**config.mk**
```make
export PLATFORM = sky130hd
export DESIGN_NAME = range_stats_unit
export DESIGN_NICKNAME = d
export VERILOG_FILES = /design/src/rtl/range_stats_unit.sv
export SDC_FILE = /design/constraint.sdc
export NUM_CORES = 1
export LEC_CHECK = 0
export BUFFER_PORTS_ARGS = -buffer_cell sky130_fd_sc_hd__buf_2
export CAP_MARGIN = 20
export CORE_UTILIZATION = 43
export DETAILED_ROUTE_END_ITERATION = 10
export PLACE_DENSITY = 0.72
export SYNTH_ARGS = -nofsm -noshare
export SYNTH_HDL_FRONTEND = slang
export SYNTH_SLANG_ARGS = --single-unit
export TNS_END_PERCENT = 10
```
**constraint.sdc**
```tcl
create_clock -name clock -period 3.7 [get_ports clock]
set_input_delay 0.185 -clock clock [delete_from_list [all_inputs] [get_ports clock]]
set_output_delay 0.185 -clock clock [all_outputs]
set_load 0.03 [all_outputs]
```
**src/rtl/range_stats_unit.sv**
```systemverilog
// Running min/max/range/count over a go/finish framed sample sequence.
// Optional running sum output is enabled by defining RANGE_STATS_SUM_EN.
module range_stats_unit #(
    parameter int WIDTH       = 8,
    parameter int COUNT_WIDTH = 8,
    parameter int SIGNED      = 0
) (
    input  logic                   clock,
    input  logic                   reset,
    input  logic [WIDTH-1:0]       data_in,
    input  logic                   data_valid,
    input  logic                   go,
    input  logic                   finish,
    output logic [WIDTH-1:0]       max_out,
    output logic [WIDTH-1:0]       min_out,
    output logic [WIDTH:0]         range_out,
    output logic [COUNT_WIDTH-1:0] count_out,
    output logic                   done,
`ifdef RANGE_STATS_SUM_EN
    output logic [WIDTH+COUNT_WIDTH-1:0] sum_out,
`endif
    output logic                   busy,
    output logic                   error
);

    localparam logic [1:0] S_IDLE   = 2'd0;
    localparam logic [1:0] S_ACTIVE = 2'd1;
    localparam logic [1:0] S_ERROR  = 2'd2;
    localparam logic [COUNT_WIDTH-1:0] CNT_MAX = '1;

    logic [1:0]             r_state;
    logic                   r_go_d;
    logic [WIDTH-1:0]       r_run_min, r_run_max;
    logic [COUNT_WIDTH-1:0] r_run_cnt;
    logic [WIDTH-1:0]       r_max_out, r_min_out;
    logic [WIDTH:0]         r_range_out;
    logic [COUNT_WIDTH-1:0] r_count_out;
    logic                   r_done, r_busy, r_error;

    // One extra bit keeps signed and unsigned compares/subtraction in one form.
    function automatic logic signed [WIDTH:0] ext(input logic [WIDTH-1:0] v);
        return (SIGNED != 0) ? {v[WIDTH-1], v} : {1'b0, v};
    endfunction

    logic                   w_go_rise, w_full;
    logic                   w_start, w_idle_err, w_active, w_take, w_fault, w_commit, w_accum;
    logic [WIDTH-1:0]       w_new_min, w_new_max, w_res_min, w_res_max;
    logic [COUNT_WIDTH-1:0] w_cnt_inc, w_res_cnt;
    logic [WIDTH:0]         w_range;

    assign w_go_rise  = go & ~r_go_d;
    assign w_full     = (r_run_cnt == CNT_MAX);
    assign w_active   = (r_state == S_ACTIVE);
    assign w_start    = ((r_state == S_IDLE) || (r_state == S_ERROR)) && go && !finish;
    assign w_idle_err = (r_state == S_IDLE) && finish;
    // While go is still held from the start cycle, non-finish samples are not taken.
    assign w_take     = w_active && !w_go_rise && data_valid && (finish || !go);
    assign w_fault    = w_active && (w_go_rise || (w_take && w_full));
    assign w_commit   = w_active && !w_fault && finish;
    assign w_accum    = w_take && !w_fault && !finish;

    assign w_new_min = (ext(data_in) < ext(r_run_min)) ? data_in : r_run_min;
    assign w_new_max = (ext(data_in) > ext(r_run_max)) ? data_in : r_run_max;
    assign w_cnt_inc = r_run_cnt + COUNT_WIDTH'(1);
    assign w_res_min = data_valid ? w_new_min : r_run_min;
    assign w_res_max = data_valid ? w_new_max : r_run_max;
    assign w_res_cnt = data_valid ? w_cnt_inc : r_run_cnt;
    assign w_range   = ext(w_res_max) - ext(w_res_min);

    always_ff @(posedge clock or posedge reset) begin
        if (reset) begin
            r_state     <= S_IDLE;
            r_go_d      <= 1'b0;
            r_run_min   <= '0;
            r_run_max   <= '0;
            r_run_cnt   <= '0;
            r_max_out   <= '0;
            r_min_out   <= '0;
            r_range_out <= '0;
            r_count_out <= '0;
            r_done      <= 1'b0;
            r_busy      <= 1'b0;
            r_error     <= 1'b0;
        end else begin
            r_go_d <= go;
            r_done <= w_commit;
            if (w_start) begin
                r_state   <= S_ACTIVE;
                r_busy    <= 1'b1;
                r_error   <= 1'b0;
                r_run_min <= data_in;
                r_run_max <= data_in;
                r_run_cnt <= COUNT_WIDTH'(1);
            end else if (w_idle_err || w_fault) begin
                r_state <= S_ERROR;
                r_busy  <= 1'b0;
                r_error <= 1'b1;
            end else if (w_commit) begin
                r_state     <= S_IDLE;
                r_busy      <= 1'b0;
                r_max_out   <= w_res_max;
                r_min_out   <= w_res_min;
                r_range_out <= w_range;
                r_count_out <= w_res_cnt;
            end else if (w_accum) begin
                r_run_min <= w_new_min;
                r_run_max <= w_new_max;
                r_run_cnt <= w_cnt_inc;
            end else if (r_state == 2'd3) begin
                r_state <= S_IDLE;
                r_busy  <= 1'b0;
            end
        end
    end

`ifdef RANGE_STATS_SUM_EN
    localparam int SW = WIDTH + COUNT_WIDTH;
    logic [SW-1:0] r_run_sum, r_sum_out, w_ext_data;

    assign w_ext_data = (SIGNED != 0) ? {{COUNT_WIDTH{data_in[WIDTH-1]}}, data_in}
                                      : {{COUNT_WIDTH{1'b0}}, data_in};

    always_ff @(posedge clock or posedge reset) begin
        if (reset) begin
            r_run_sum <= '0;
            r_sum_out <= '0;
        end else begin
            if (w_start) begin
                r_run_sum <= w_ext_data;
            end else if (w_accum) begin
                r_run_sum <= r_run_sum + w_ext_data;
            end
            if (w_commit) begin
                r_sum_out <= data_valid ? (r_run_sum + w_ext_data) : r_run_sum;
            end
        end
    end

    assign sum_out = r_sum_out;
`endif

    assign max_out   = r_max_out;
    assign min_out   = r_min_out;
    assign range_out = r_range_out;
    assign count_out = r_count_out;
    assign done      = r_done;
    assign busy      = r_busy;
    assign error     = r_error;

endmodule

```
==> results.ini <==
[status]
status = finished clean

[finish]
area_growth_pct = 25.35
final_nets = 490
fin_util = 0.5671
drive_above_1_share = 0.3100
antennaDiodeCount = 0

[synthesis]
synth_cell_type_count = 58
ys_seq_elements = 62
synthArstFlopShare = 1.000
avgSynthCellArea_um2 = 9.391
synth-edff-count = 0
ys.warnings.count = 0
syn_inst = 380
syn_area_um2 = 3568
synth_fp_nets = 417
synth_ff_type = dfrtp_1
synth-seq-area-share = 0.4348

[sta]
period_share = 0.9836
drv_slew = 0
setup_tns_ns = 0
finalSetupViolCount = 0
clock_skew_ns = 0.007532
period_minus_slack_ns = 3.639
finalWorstSetupSlack_ns = 0.06053
worst_pin_slew_ns = 0.6389
timing.fmax_mhz = 274.8
slew_headroom = 0.5735
final_hold_viol_count = 0

[pwr]
p_total_w = 0.002888
p_clk_frac = 0.212
power_frac_seq = 0.326
pwr_density_cell_nw_per_um2 = 645.6
p_leak_nw = 2.165
p_sw_frac = 0.3995
p_int_w = 0.001734
netSwitchingPower_w = 0.001154
vdd_drop_max_mv = 0.2327
p_comb_frac = 0.462

[die]
die_width_um = 93.10
rows = 32
coreArea_um2 = 7888
initial_core_util = 0.4524
pin_count = 49
die_area_um2 = 8667
die_y_um = 93.10

[route]
drc = 0
wl_met3_um = 265
num_vias = 2985
postRouteAntennaNets = 0
wl_per_cell_um = 14.98
via_per_inst = 5.330
dr_wl_met2_um = 3848
dr.pass1.iters = 5
met1Wirelength_um = 4116
wl_um = 8387
drtIter0Drc = 172
route.top_layer_used = met4

[cts]
clockBufferDepth = 2
cts_root_buffer = clkbuf_8
clkTransAtPathRegs_ns = 0.07
h-tree-depth = 3
cts_tree = yes
cts_sinks = 62
cts_buffers = 9
worstSkewPairLatency_ns = 0.35

[hold_path]
hold_class = in2reg
min_to = r_go_d$_DFF_PP0_
min_path_cells = 1
min-delay-start = go

[grt]
grt_max_degree = 48
grt_first_pass_wirelength_um = 13170
grt_usage = 0.1973
grt_overflow = 0
grt_pass1_vias = 2713
antenna_found_initial = 0

[critical_path]
r2r_slack_ns = 0.06
worstPathArrival_ns = 3.93
worst_r2r_endpoint = range_out[8]$_DFFE_PP0P_
worstSetupPathType = reg2reg
required_ns = 3.99
path_max_fanout = 7
r2r_start = r_run_min[4]$_DFFE_PP0P_
reg2reg_depth = 14
end_kind = flop
cp-start-kind = flop

[place]
portBuffers = 48
pre_cts_ws_ns = -0.06902
hpwl_um = 5856
globalplace.congestion = 0.8749

[run]
max_cap_violations = 0

sequential cells by signal, indices dropped and copies added (netlist names), 2 cells and up:
signal,flops
r_state,2
count_out,8
min_out,8
r_run_cnt,8
max_out,8
r_run_min,8
range_out,9
r_run_max,8
Yosys cell counts, drive strengths merged, types with 2 or more instances:
library cell  count  share of area
a21o              3         0.0063
a21oi            21          0.029
a311oi            3         0.0074
a41o              2         0.0056
a41oi             2         0.0070
and3              6          0.012
buf               7          0.011
clkbuf            9         0.0095
clkinv            2         0.0021
dfrtp            62           0.43
ha               23          0.081
inv              21          0.022
mux2             18          0.063
mux2i             5          0.014
nand2            60          0.064
nand2b            2         0.0035
nand3             4         0.0056
nand4             3         0.0053
nor2             22          0.023
nor2b             2         0.0035
nor3              3         0.0042
o21a              3         0.0063
o21ai            56          0.080
o22ai             2         0.0035
o311ai            3         0.0074
o31a              2         0.0049
xnor2             4         0.0098
xor2              9          0.022
per-layer routing:
layer	up-vias	track usage
met5	-	0
met4	0	0.1013
met3	13	0.03577
met2	55	0.2837
met1	1426	0.2821
li1	1491	-
placed cells by master, fill, tap and decap left out, types with 5 or more instances in the layout:
cell type and instances:
xor2_1 9, nor2_1 21, nand2_1 59, mux2_4 6, mux2_2 12, dfrtp_1 62
buf_4 29, a21oi_2 5, o21ai_0 52, a21oi_1 14, ha_1 17, clkbuf_8 11
inv_1 19, buf_2 48
power by group through the flow:
stage	Clock [W]	Sequential (W)	Combinational, W
2_1_floorplan	0	0.00122	0.000576
3_3_place_gp	0	0.000949	0.00118
3_5_place_dp	0	0.000957	0.00121
4_1_cts	0.000627	0.000943	0.00122
5_1_grt	0.000660	0.000963	0.00144
6_report	0.000613	0.000941	0.00133
metrics by stage:
stage                     hold WS (ns)  instance area [µm²]  std cells
after floorplan                 0.2164                 3602        380
after global placement          0.3007                 4071        538
after detailed placement        0.3145                 4071        538
after CTS                      0.01546                 4287        555
after global routing           0.03097                 4473        560
final                          0.02766                 4473        560
cells by family after synthesis:
group,synth area share
mux,0.07714
buf+inv,0.04418
simple gates,0.1459
flops,0.4348
xor+xnor,0.03191
compound gates,0.1799
fa+ha+maj,0.08626
final cells by class:
type,instances,area (µm²)
repair buffers,78,467.9
inverters,23,87.58
multi-input cells,279,2037
clock inverters,3,42.54
clock buffers,13,158.9
flip-flops and latches,62,1551
well taps,102,127.6
fillers,672,3415
repair_timing:
item,4_1_cts,5_1_grt
endpoints found under the setup margin,3,5
hold buffers,1,0
gates resized for setup,1,30
pin swaps,2,7
setup buffers,0,5
endpoints found under the hold margin,30,0
cloned,0,0
worst max-delay path by stage:
stage	start	endpoint	slack, ns
after global placement	r_run_min[1]$_DFFE_PP0P_	range_out[8]$_DFFE_PP0P_	0.03
after floorplan	r_run_min[3]$_DFFE_PP0P_	range_out[8]$_DFFE_PP0P_	-0.003
after global routing	r_run_max[7]$_DFFE_PP0P_	range_out[7]$_DFFE_PP0P_	-0.06
final	r_run_min[4]$_DFFE_PP0P_	range_out[8]$_DFFE_PP0P_	0.06
after CTS	r_run_min[4]$_DFFE_PP0P_	range_out[8]$_DFFE_PP0P_	0.007
after detailed placement	r_run_min[4]$_DFFE_PP0P_	range_out[8]$_DFFE_PP0P_	-0.07
critical path, stage by stage (launching register included):
cell       delay [ns]
dfrtp_1          0.35
inv_1            0.07
ha_2             0.19
or4_4            0.53
a21oi_4          0.19
o311a_4          0.21
buf_4            0.17
nor2_1           0.06
a21oi_2          0.23
ha_4             0.27
a21o_1           0.19
o31a_1           0.30
a41o_1           0.26
a2111oi_1        0.39
a211o_1          0.15
Note: power is estimated with default switching activity, not from simulation.
